[config.mk]
export PLATFORM = sky130hd
export DESIGN_NAME = rx_deserializer_flat
export DESIGN_NICKNAME = d
export VERILOG_FILES = /design/src/rtl/rx_deserializer_if.sv /design/src/rtl/rx_deserializer.sv /design/src/flat_wrapper.sv
export SDC_FILE = /design/constraint.sdc
export NUM_CORES = 1
export LEC_CHECK = 0
export ABC_AREA = 1
export BUFFER_PORTS_ARGS = -buffer_cell sky130_fd_sc_hd__buf_2
export CORE_MARGIN = 1
export CORE_UTILIZATION = 55
export CTS_CLUSTER_DIAMETER = 30
export DETAILED_ROUTE_END_ITERATION = 8
export PLACE_DENSITY = 0.77
export RECOVER_POWER = 50
export SYNTH_ARGS = -nofsm -noshare
export SYNTH_HDL_FRONTEND = slang
export SYNTH_SLANG_ARGS = --single-unit
[constraint.sdc]
create_clock -name clk -period 4.1 [get_ports clk]
set_clock_uncertainty 0.15 [all_clocks]
set_input_delay 0.205 -clock clk [delete_from_list [all_inputs] [get_ports clk]]
set_output_delay 0.205 -clock clk [all_outputs]
set_load 0.01 [all_outputs]
[src/rtl/rx_deserializer_if.sv]
// Receive-path bit stream in, parallel word out.
// The deserializer takes the slave side; the bit source/consumer takes master.
interface rx_deserializer_if #(
   parameter int W = 8
);
   localparam int CW = $clog2(W + 1);

   logic          bit_valid;
   logic          bit_in;
   logic          abort;
   logic [W-1:0]  word;
   logic          word_valid;
   logic          busy;
   logic [CW-1:0] bit_count;
   logic          frag_err;

   modport master (
      output bit_valid, bit_in, abort,
      input  word, word_valid, busy, bit_count, frag_err
   );

   modport slave (
      input  bit_valid, bit_in, abort,
      output word, word_valid, busy, bit_count, frag_err
   );
endinterface

[src/rtl/rx_deserializer.sv]
// Serial-to-parallel stage: gathers W strobed bits into a word.
// Abort drops a partial word and flags it as a fragment.
module rx_deserializer #(
   parameter int W         = 8,
   parameter bit MSB_FIRST = 1'b0
) (
   input logic           clk,
   input logic           reset,
   rx_deserializer_if.slave rx
);
   localparam int CW = $clog2(W + 1);

   typedef enum logic {
      IDLE,
      COLLECT
   } state_t;

   state_t        state_q, state_d;
   logic [CW-1:0] cnt_q, cnt_d;
   logic [W-1:0]  sr_q, sr_d;
   logic [W-1:0]  shifted;
   logic [W-1:0]  word_q, word_d;
   logic          wv_q, wv_d;
   logic          fe_q, fe_d;

   // shift register contents once the incoming bit is taken
   always_comb begin
      if (MSB_FIRST) shifted = {sr_q[W-2:0], rx.bit_in};
      else           shifted = {rx.bit_in, sr_q[W-1:1]};
   end

   // next state; abort wins over a bit in the same cycle
   always_comb begin
      state_d = state_q;
      cnt_d   = cnt_q;
      sr_d    = sr_q;
      word_d  = word_q;
      wv_d    = 1'b0;
      fe_d    = 1'b0;
      unique case (state_q)
         IDLE: begin
            if (rx.bit_valid && !rx.abort) begin
               state_d = COLLECT;
               cnt_d   = CW'(1);
               sr_d    = shifted;
            end
         end
         COLLECT: begin
            if (rx.abort) begin
               fe_d    = 1'b1;
               cnt_d   = '0;
               sr_d    = '0;
               state_d = IDLE;
            end else if (rx.bit_valid) begin
               if (cnt_q == CW'(W - 1)) begin
                  word_d  = shifted;
                  wv_d    = 1'b1;
                  cnt_d   = '0;
                  sr_d    = '0;
                  state_d = IDLE;
               end else begin
                  cnt_d = cnt_q + CW'(1);
                  sr_d  = shifted;
               end
            end
         end
         default: state_d = IDLE;
      endcase
   end

   // state and output registers
   always_ff @(posedge clk) begin
      if (reset) begin
         state_q <= IDLE;
         cnt_q   <= '0;
         sr_q    <= '0;
         word_q  <= '0;
         wv_q    <= 1'b0;
         fe_q    <= 1'b0;
      end else begin
         state_q <= state_d;
         cnt_q   <= cnt_d;
         sr_q    <= sr_d;
         word_q  <= word_d;
         wv_q    <= wv_d;
         fe_q    <= fe_d;
      end
   end

   assign rx.word       = word_q;
   assign rx.word_valid = wv_q;
   assign rx.busy       = (cnt_q != '0);
   assign rx.bit_count  = cnt_q;
   assign rx.frag_err   = fe_q;
endmodule

[src/flat_wrapper.sv]
// flat-port wrapper written by rule: the top's interface ports become plain ports
module rx_deserializer_flat 
#(
   parameter int W         = 8,
   parameter bit MSB_FIRST = 1'b0
)
  (clk, reset, rx_bit_valid, rx_bit_in, rx_abort, rx_word, rx_word_valid, rx_busy, rx_bit_count, rx_frag_err);
  rx_deserializer_if #(.W(W)) rx_i ();
  input logic clk;
  input logic reset;
  input wire logic [$bits(rx_i.bit_valid)-1:0] rx_bit_valid;
  input wire logic [$bits(rx_i.bit_in)-1:0] rx_bit_in;
  input wire logic [$bits(rx_i.abort)-1:0] rx_abort;
  output wire logic [$bits(rx_i.word)-1:0] rx_word;
  output wire logic [$bits(rx_i.word_valid)-1:0] rx_word_valid;
  output wire logic [$bits(rx_i.busy)-1:0] rx_busy;
  output wire logic [$bits(rx_i.bit_count)-1:0] rx_bit_count;
  output wire logic [$bits(rx_i.frag_err)-1:0] rx_frag_err;
  assign rx_i.bit_valid = rx_bit_valid;
  assign rx_i.bit_in = rx_bit_in;
  assign rx_i.abort = rx_abort;
  assign rx_word = rx_i.word;
  assign rx_word_valid = rx_i.word_valid;
  assign rx_busy = rx_i.busy;
  assign rx_bit_count = rx_i.bit_count;
  assign rx_frag_err = rx_i.frag_err;
  rx_deserializer #(.W(W), .MSB_FIRST(MSB_FIRST)) u_core (.clk(clk), .reset(reset), .rx(rx_i));
endmodule
==> results of run 1 <==
sequential cells by signal (all words and copies together) (netlist names):
register and cells:
u_core.rx.frag_err 1, u_core.rx.word 8, u_core.rx.word_valid 1, u_core.rx.bit_count 4
u_core.sr_q 7, u_core.state_q 1
final timing paths:
path | to | depth (start not counted) | slack [ns]
worst max-delay path | u_core.sr_q[3] | 5 | 2.46
worst min-delay path | u_core.rx.frag_err | 2 | 0.08
worst max register to register | u_core.sr_q[3] | 5 | 2.46
worst min register to register | u_core.sr_q[6] | 2 | 0.33
per-stage QoR:
step,power [uW],cell area [sq um],utilization (%),hold slack [ns],setup WS [ns]
5_1_grt,355.3,1119,64.09,0.08048,2.318
4_1_cts,341.3,1146,65.66,0.07802,2.458
2_1_floorplan,242.3,1040,-,0.1236,2.604
3_3_place_gp,248.9,1124,64.37,0.3035,2.524
3_5_place_dp,250.0,1124,64.37,0.3004,2.509
6_report,338.0,1119,64.09,0.07812,2.461
kinds of logic (layout without fill, tap and decap cells):
logic type | after synthesis | count (layout) | synth area share, %
AO/OA/AOI/OAI | 14 | 14 | 7.100
buffers and inverters | 19 | 37 | 9.506
flip-flops | 22 | 22 | 42.36
adder cells (fa/ha/maj) | 2 | 2 | 2.406
AND/OR/NAND/NOR | 82 | 82 | 38.63
cells in the final DEF (no fill, tap or decap), drive strengths merged, types with 5 or more instances in the layout:
master and instances:
clkbuf 17, nand3 18, dfxtp 22, inv 14
nand2 28, nor2 31, a21oi 12, buf 5
cell usage after synthesis (all sizes together):
cell	count	area share, %
nand4	2	1.2
inv	14	5.1
nand3	18	8.7
nor2	31	13
dfxtp	22	42
nor3	2	2.5
buf	3	3.7
nand2	28	12
a21oi	12	5.8
nand3b	1	0.72
ha	2	2.4
o21ai	2	1.3
clkbuf	1	0.36
clkinv	1	0.36
cell type report:
cell class | count | area [sq um] | share of cell area (%)
clock buffers | 3 | 22.52 | 2.013
inverters | 15 | 56.30 | 5.034
multi-input cells | 98 | 490.5 | 43.85
flip-flops and latches | 22 | 440.4 | 39.37
well taps | 25 | 31.28 | 2.796
repair buffers | 19 | 77.57 | 6.935
power by group through the flow:
stage          combinational, uW  clock (uW)  sequential, uW
2_1_floorplan               20.0           0             222
3_3_place_gp                25.5           0             223
3_5_place_dp                26.4           0             224
4_1_cts                     26.4        96.1             219
5_1_grt                     28.8         107             219
6_report                    25.5        93.9             219
worst max-delay path, delay by kind of cell (launching register included):
kind / cells / cell delay (ns)
compound gates: 1 / 0.06
buf+inv: 1 / 0.17
simple gates: 3 / 0.59
flops: 1 / 0.54
layer usage:
metal | up-vias | routed length (um)
li1 | 476 | -
met1 | 411 | 1033
met2 | 19 | 916
met3 | 4 | 82
met4 | 0 | 27
met5 | - | 0
==> summary.txt, run 1 <==
Route
  • WL final: between 2000 and 2500 um
  • Residual DRC: 0
  • First-pass DRT Iterations: 4
  • Routed wire per std cell: 11.31 um
  • Vias: about 900
  • Iteration-0 DRC Markers: 13
  • Drt via density: 5.000
  • Antenna-violating nets left: 0

Clock tree
  • Total CTS buffers: 3
  • Post CTS Setup Buffer Count: 0
  • Root Driver: clkbuf_4
  • Worst-Skew Late Latency: 0.30 ns
  • CTS resizes: 0
  • Clock Tree Buf Depth: 2
  • CTS tree: yes
  • Htree depth: 1
  • Clk sink count: 22
  • Clock Pin Slew Worst Setup and Hold Paths: 0.11 ns
  • # hold bufs at CTS: 0

Floorplan
  • Site row count: 15
  • Die width: 45.48 um
  • Initial Util: 59.57%
  • Num ports: 20
  • Die area: 2068 sq um
  • Chip height: 45.48 um
  • Area of the core: 1745 sq um

Worst setup path
  • WP data required: 4.14 ns
  • FF-to-FF Start: u_core.state_q
  • CP cell instances: nand2_1 > nand2_1 > inv_1 > nand2_1 > a21oi_1
  • Kind of critical path: reg -> reg
  • Crit-path max FO: 10
  • Crit path launch: u_core.state_q
  • Critical path arrival: 1.68 ns
  • Critical Path End Type: flip-flop
  • CP max-delay cell: dfxtp_1
  • Largest stage delay on the critical path: ~0.54 ns
  • Critical path launch point type: flip-flop
  • Crit path top cell by count: nand2_1

Global routing
  • GRT overflow: 0
  • Met1 Use GR: 31.46%
  • Gr usage total: 22.28%
  • Largest net degree at the start of global routing: 14
  • GRT busiest layer: met2
  • First-pass GRT wire length: 3346 um
  • Vias in the first global route: 777
  • Initial antenna violation count: 0
  • Grt met2 use: 34.29%
  • Met3 Usage GRT: 3.571%

Flow run
  • Maxcap violations: 0

Status
  • Status: complete, no violations

Yosys
  • Post-synthesis register bit count: 22
  • Syn Nets: about 150
  • Avg Synthesized Cell Area: about 7.5 sq um
  • Synth unique cells: 23
  • Cell area after synthesis: about 1000 sq um
  • Synthesis Warnings: 0
  • Cells after synthesis: about 140
  • Post-synthesis sequential area ratio: 42.36%

Hold path
  • Hold path startpoint: reset
  • Worst Hold Class: in -> reg

Place
  • Placed insts: 179
  • Gpl congestion: approximately 0.85
  • DP HPWL: 1523 um
  • Port Buffers: 19

STA
  • Final setup viols: 0
  • Max Transition Viols Final: 0
  • Hold Vio Cnt, Final: 0
  • Setup Total Neg Slack: 0 ns
  • Final period util: 39.98%
  • Worst slew margin: roughly two thirds
  • Fin crit period: 1.639 ns
  • Actual slew at the worst max-slew pin: approximately 0.47 ns
  • Max Freq: 610.0 MHz
  • Unrepaired setup endpoints after global routing: false

Pwr
  • Combinational power share: 7.6%
  • Peak VDD IR: just under 200 uV
  • Clock network power share: 27.8%
  • Internal power component: 257.0 uW
  • Static Leak: between 0.0004 and 0.0005 uW
  • Sequential Power Share: 64.7%
  • Pwr dens: 302.1 nW/um^2
  • Switching power: a little over 80 uW
  • Switching Fraction: 23.97%

Cells and area
  • # fillers: 171
  • Ant. Diodes: 0
  • Layout area overhead: 7.581%
  • Non-Filler Instances: 182
  • Fraction of layout cells with a size suffix above 1: 10.19%
  • Fin nets: 166
Note: power is estimated with default switching activity, not from simulation.
==> inputs of run 2 (changes only) <==
--- a/config.mk
+++ b/config.mk
@@ -8,10 +8,10 @@
 export ABC_AREA = 1
 export BUFFER_PORTS_ARGS = -buffer_cell sky130_fd_sc_hd__buf_2
 export CORE_MARGIN = 1
-export CORE_UTILIZATION = 55
+export CORE_UTILIZATION = 53
 export CTS_CLUSTER_DIAMETER = 30
 export DETAILED_ROUTE_END_ITERATION = 8
-export PLACE_DENSITY = 0.77
+export PLACE_DENSITY = 0.75
 export RECOVER_POWER = 50
 export SYNTH_ARGS = -nofsm -noshare
 export SYNTH_HDL_FRONTEND = slang
==> constraint.sdc (replaced) <==
create_clock -name clk -period 1.65 [get_ports clk]
set_clock_uncertainty 0.15 [all_clocks]
set_input_delay 0.0825 -clock clk [delete_from_list [all_inputs] [get_ports clk]]
set_output_delay 0.0825 -clock clk [all_outputs]
set_load 0.01 [all_outputs]
==> run 2 against run 1 <==
- critical path depth is 2 higher
- count of clock-buffer cells in the layout stayed put
- hold slack better by 0.24 ns
==> summary.txt, run 2 (synthesis gave the netlist of run 1 again) <==
Flow run
  • Maxcap violations: 0 (unchanged)

STA
  • Final setup viols: 0 (unchanged)
  • Max Transition Viols Final: 0 (unchanged)
  • Setup Total Neg Slack: 0 ns (unchanged)
  • Worst slew margin: 69.27% (+0.77 points)
  • Final period util: 93.24% (+53 points)
  • Fin crit period: 1.539 ns (-0.1007 ns)
  • Unrepaired setup endpoints after global routing: false
  • Max Freq: 650.0 MHz (+6.5%)
  • Hold Vio Cnt, Final: 0 (unchanged)
  • Actual slew at the worst max-slew pin: 0.4592 ns (-0.01211 ns)

Worst setup path
  • Critical path launch point type: flip-flop
  • Kind of critical path: reg -> reg
  • Worst Path Buf+Inv: 0 (-1)
  • Crit path launch: u_core.rx.bit_count[1]
  • Critical Path End Type: flip-flop
  • WP data required: 1.76 ns (-2.38 ns)
  • Crit path top cell by count: nor2_1
  • Critical path arrival: 1.65 ns (-0.03 ns)
  • CP cell instances: ha_1 > nand2_2 > nor2_4 > nand2_4 > nor2_8 > nor2_1 > nor2_1
  • CP max-delay cell: dfxtp_1
  • Largest stage delay on the critical path: 0.43 ns (-0.11 ns)
  • Critical path's top delay family: simple AND/OR/NAND/NOR gates
  • FF-to-FF Start: u_core.rx.bit_count[1]
  • Crit-path max FO: 11 (+1)

Pwr
  • Internal power component: 811.5 uW (+220%)
  • Switching power: 225.4 uW (+180%)
  • Static Leak: 0.0005077 uW (+14%)
  • Sequential Power Share: 52.0% (-13 points)
  • Peak VDD IR: 516.8 uV (+160%)
  • Clock network power share: 39.8% (+12 points)
  • Switching Fraction: 21.73% (-2.2 points)
  • Pwr dens: 847.4 nW/um^2 (+180%)
  • Combinational power share: 8.2% (+0.6 points)
  • Total power: 1037 uW (+210%)

Route
  • First-pass DRT Iterations: 4 (unchanged)
  • Drt via density: 4.942 (-1.2%)
  • DR WL met3: 82 um (unchanged)
  • Met2 routed WL: 937 um (+2.3%)
  • Residual DRC: 0 (unchanged)
  • Antenna-violating nets left: 0 (unchanged)
  • WL final: 2145 um (+4.2%)
  • Routed wire per std cell: 11.29 um (-0.21%)
  • Met1 wire length: 1095 um (+6.0%)
  • Vias: 939 (+3.2%)
  • Iteration-0 DRC Markers: 34 (+21)
  • Top sig layer: met4

Clock tree
  • Root Driver: clkbuf_4
  • Worst-Skew Late Latency: 0.31 ns (about the same)
  • CTS tree: yes
  • Htree depth: 1 (unchanged)
  • CTS resizes: 0 (unchanged)
  • Clock Pin Slew Worst Setup and Hold Paths: 0.12 ns (about the same)
  • Total CTS buffers: 3 (unchanged)
  • Clk sink count: 22 (unchanged)
  • Clock Tree Buf Depth: 2 (unchanged)

Cells and area
  • Fraction of layout cells with a size suffix above 1: 14.55% (+4.4 points)
  • Post-layout util: 68.63% (+4.5 points)
  • Max reg flops: 8 (unchanged)
  • Fin nets: 173 (+4.2%)
  • Layout area overhead: 17.69%
  • Ant. Diodes: 0 (unchanged)
  • # fillers: 167 (-2.3%)
  • Reg area: 440.4 sq um (unchanged)
  • Most common cell after layout, fill and taps aside: nor2_1
  • Most frequent cells in the layout: nor2_1 (29), nand2_1 (24), dfxtp_1 (22)
  • Multi-input combinational cell area: 500.5 sq um (+2.0%)

Status
  • Status: complete, no violations

Floorplan
  • Area of the core: 1783 sq um (+2.2%)
  • Site row count: 15 (unchanged)
  • Num ports: 20 (unchanged)
  • Die area: 2143 sq um (+3.6%)
  • Initial Util: 58.32% (-1.3 points)
  • Die width: 46.29 um (+1.8%)
  • Chip height: 46.29 um (+1.8%)

Global routing
  • GRT overflow: 0 (unchanged)
  • Initial antenna violation count: 0 (unchanged)
  • First-pass GRT wire length: 3477 um (+3.9%)
  • Gr usage total: 23.09% (+0.81 points)
  • Largest net degree at the start of global routing: 14 (unchanged)
  • Vias in the first global route: 795 (+2.3%)

Place
  • DP HPWL: 1492 um (-2.1%)
  • Gpl congestion: 0.8580 (+0.53%)
  • Port Buffers: 19 (unchanged)

Hold path
  • Hold path startpoint: u_core.sr_q[2]
  • Worst Hold Class: reg -> reg
run 2: area by class of cell:
| class | instances | share of cell area (%) |
|---|---|---|
| Multi-Input combinational cell | 98 | 40.90 |
| Sequential cell | 22 | 35.99 |
| Timing Repair Buffer | 26 | 11.66 |
| Inverter | 15 | 4.601 |
| Tap cell | 25 | 2.556 |
| Clock inverter | 1 | 2.454 |
| Clock buffer | 3 | 1.840 |
run 2: path summary, 6_finish.rpt:
check                           slack (ns)  cells past startpoint                 to
worst max register to register        0.11                      7  u_core.rx.word[2]
worst min register to register        0.32                      2     u_core.sr_q[2]
worst min-delay path                  0.32                      2     u_core.sr_q[2]
worst max-delay path                  0.11                      7  u_core.rx.word[2]
run 2: repair_timing:
| action | CTS | global route |
|---|---|---|
| endpoints found under the hold margin | 14 | 0 |
| endpoints found under the setup margin | 0 | 0 |
| buffers inserted | 0 | 0 |
| hold buffers | 4 | 0 |
run 2: worst reg2reg max path, stage by stage, from the launching register on:
cell	delay [ns]
dfxtp_1	0.43
ha_1	0.21
nand2_2	0.11
nor2_4	0.14
nand2_4	0.13
nor2_8	0.16
nor2_1	0.06
nor2_1	0.10
run 2: power by group through the flow:
stage	registers (uW)	logic (uW)	clock network (uW)
floorplan	552	49.8	0
global placement	550	75.4	0
detailed placement	550	76.5	0
CTS	539	83.8	420
global route	539	94.2	443
finish	539	85.0	413
run 2: routing by layer:
layer	global-route usage (%)	vias to the layer above
met5	0	-
met4	8.824	0
met3	2.353	5
met2	37.46	25
met1	31.33	414
li1	-	495
run 2: metrics by stage:
step / cell area [sq um] / setup WS (ns) / hold slack, ns / std cells
after floorplan: 1040 / 0.1543 / 0.001119 / 139
after global placement: 1146 / 0.2004 / 0.2585 / 182
after detailed placement: 1146 / 0.1574 / 0.2707 / 182
after CTS: 1239 / 0.1231 / 0.3245 / 190
after global routing: 1224 / 0.003517 / 0.3469 / 190
final: 1224 / 0.1115 / 0.3231 / 190
==> inputs of run 3 (changes only) <==
--- a/config.mk
+++ b/config.mk
@@ -8,10 +8,10 @@
 export ABC_AREA = 1
 export BUFFER_PORTS_ARGS = -buffer_cell sky130_fd_sc_hd__buf_2
 export CORE_MARGIN = 1
-export CORE_UTILIZATION = 53
+export CORE_UTILIZATION = 55
 export CTS_CLUSTER_DIAMETER = 30
 export DETAILED_ROUTE_END_ITERATION = 8
-export PLACE_DENSITY = 0.75
+export PLACE_DENSITY = 0.77
 export RECOVER_POWER = 50
 export SYNTH_ARGS = -nofsm -noshare
 export SYNTH_HDL_FRONTEND = slang
==> constraint.sdc (replaced) <==
create_clock -name clk -period 1.99 [get_ports clk]
set_clock_uncertainty 0.15 [all_clocks]
set_input_delay 0.0995 -clock clk [delete_from_list [all_inputs] [get_ports clk]]
set_output_delay 0.0995 -clock clk [all_outputs]
set_load 0.01 [all_outputs]
==> run 3 against run 2 <==
- global-route usage is 2.8 points higher
- combinational power is 19% lower
- total power is 26% lower
- routed wire length is 6.5% higher
- register-to-register slack better by 0.28 ns
- utilization is 0.40 points higher
- design area is 1.5% lower
- critical endpoint is now u_core.sr_q[2]
- largest cell class unchanged
==> summary.txt, run 3 (synthesis gave the netlist of run 1 again) <==
Status
  • Status: complete, no violations

Cells and area
  • Layout area overhead: 15.88%
  • Max reg flops: 8 (unchanged)
  • Most common cell after layout, fill and taps aside: nor2_1
  • Most frequent cells in the layout: nor2_1 (29), nand2_1 (25), dfxtp_1 (22)
  • Fraction of layout cells with a size suffix above 1: 12.12% (-2.4 points)
  • Ant. Diodes: 0 (unchanged)
  • # fillers: 172 (+3.0%)
  • Final instance area: 1205 sq um (-1.5%)
  • Fin nets: 173 (unchanged)

Pwr
  • Peak VDD IR: 460.0 uV (-11%)
  • Total power: 764.7 uW (-26%)
  • Pwr dens: 634.7 nW/um^2 (-25%)
  • Static Leak: 0.0004902 uW (-3.4%)

Hold path
  • Hold Path Sink: u_core.sr_q[7]
  • Worst hold path depth: 2 (unchanged)
  • Hold path startpoint: u_core.sr_q[7]
  • Worst Hold Class: reg -> reg

Clock tree
  • Htree depth: 1 (unchanged)
  • CTS tree: yes
  • Clock Pin Slew Worst Setup and Hold Paths: 0.12 ns (about the same)
  • # hold bufs at CTS: 5 (+1)
  • Post CTS Setup Buffer Count: 0 (unchanged)
  • Root Driver: clkbuf_4
  • CTS resizes: 0 (unchanged)
  • Clock Tree Buf Depth: 2 (unchanged)
  • Total CTS buffers: 3 (unchanged)
  • Clk sink count: 22 (unchanged)
  • Worst-Skew Late Latency: 0.31 ns (about the same)

Global routing
  • First-pass GRT wire length: 3732 um (+7.3%)
  • Grt met2 use: 39.43% (+2.0 points)
  • Met3 Usage GRT: 6.349% (+4.0 points)
  • Initial antenna violation count: 0 (unchanged)
  • GRT overflow: 0 (unchanged)
  • Largest net degree at the start of global routing: 14 (unchanged)
  • Vias in the first global route: 852 (+7.2%)
  • Gr usage total: 25.87% (+2.8 points)
  • Met1 Use GR: 32.35% (+1.0 points)
  • GRT busiest layer: met2

Worst setup path
  • CP cell instances: dlygate4sd3_1 > buf_2 > inv_2 > nand2_1 > nand2_1 > inv_1 > nand2_1 > a21oi_1
  • FF-to-FF Start: u_core.rx.bit_count[0]
  • Largest stage delay on the critical path: 0.54 ns (+0.11 ns)
  • WP data required: 2.09 ns (+0.33 ns)
  • Crit path top cell by count: nand2_1
  • CP max-delay cell: dlygate4sd3_1
  • Critical Path End Type: flip-flop
  • Kind of critical path: in -> reg
  • R2R setup slack: 0.39 ns (+0.28 ns)
  • Crit-path max FO: 10 (-1)
  • Critical path launch point type: input pin
  • Reg-to-Reg End: u_core.rx.word[6]
  • Critical path arrival: 1.77 ns (+0.12 ns)
  • Reg2Reg Depth: 7 (unchanged)

Route
  • Antenna-violating nets left: 0 (unchanged)
  • Drt via density: 5.095 (+3.1%)
  • WL final: 2284 um (+6.5%)
  • First-pass DRT Iterations: 4 (unchanged)
  • Residual DRC: 0 (unchanged)
  • Iteration-0 DRC Markers: 36 (+5.9%)
  • Vias: 968 (+3.1%)
  • Routed wire per std cell: 12.02 um (+6.5%)

Floorplan
  • Initial Util: 59.57% (+1.3 points)
  • Die width: 45.48 um (-1.7%)
  • Area of the core: 1745 sq um (-2.1%)
  • Num ports: 20 (unchanged)
  • Site row count: 15 (unchanged)
  • Chip height: 45.48 um (-1.7%)
  • Die area: 2068 sq um (-3.5%)

STA
  • Actual slew at the worst max-slew pin: 0.4153 ns (-0.04394 ns)
  • Final period util: 84.19%
  • Max Freq: just under 600 MHz
  • Max Transition Viols Final: 0 (unchanged)
  • Setup Total Neg Slack: 0 ns (unchanged)
  • Fin crit period: 1.675 ns
  • Final setup viols: 0 (unchanged)
  • Hold Vio Cnt, Final: 0 (unchanged)
  • Unrepaired setup endpoints after global routing: false
  • Worst slew margin: 72.21% (+2.9 points)
  • Final hold slack: 0.3249 ns (+0.001830 ns)

Flow run
  • Maxcap violations: 0 (unchanged)

Place
  • Gpl congestion: 0.8254 (-3.8%)
  • DP HPWL: 1522 um (+2.1%)
  • Port Buffers: 19 (unchanged)
  • Placed inst area: 1139 sq um (-0.66%)
[run 3: cell type report]
type	count	area (sq um)	area share (%)
Inverter	15	56.30	4.673
Tap cell	25	31.28	2.596
Timing Repair Buffer	26	142.6	11.84
Multi-Input combinational cell	98	498.0	41.33
Clock buffer	4	36.28	3.011
Sequential cell	22	440.4	36.55
[run 3: per-layer routing]
layer	vias to the layer above	share of wire, %
met4	0	3.2
met3	9	4.8
li1	493	-
met5	-	0
met2	35	47
met1	431	45
[run 3: power by group]
| group | switching [uW] | internal, uW | total [uW] |
|---|---|---|---|
| sequential | 3.81 | 444 | 448 |
| combinational | 44.4 | 24.2 | 68.6 |
| clock | 136 | 112 | 248 |
| total | 184 | 580 | 765 |
[run 3: worst max path at each step]
stage                           start                 to  cells after the start
2_1_floorplan  u_core.rx.bit_count[0]     u_core.state_q                      7
3_3_place_gp   u_core.rx.bit_count[1]  u_core.rx.word[2]                      7
3_5_place_dp   u_core.rx.bit_count[0]  u_core.rx.word[4]                      7
4_1_cts        u_core.rx.bit_count[0]  u_core.rx.word[4]                      7
5_1_grt                      rx_abort     u_core.sr_q[2]                      8
6_report                     rx_abort     u_core.sr_q[2]                      8
[run 3: through the flow]
step	setup slack [ns]	utilization [%]	instances
global placement	0.4931	65.23	181
floorplan	0.4943	-	139
CTS	0.4251	70.18	190
global route	0.2284	69.03	190
detailed placement	0.4567	65.23	181
finish	0.3147	69.03	190
[run 3: critical path: cells and delay by family]
kind	cells	cell delay, ns
and+or+nand+nor	3	0.46
buffers and inverters	4	1.04
AOI/OAI and AO/OA	1	0.17
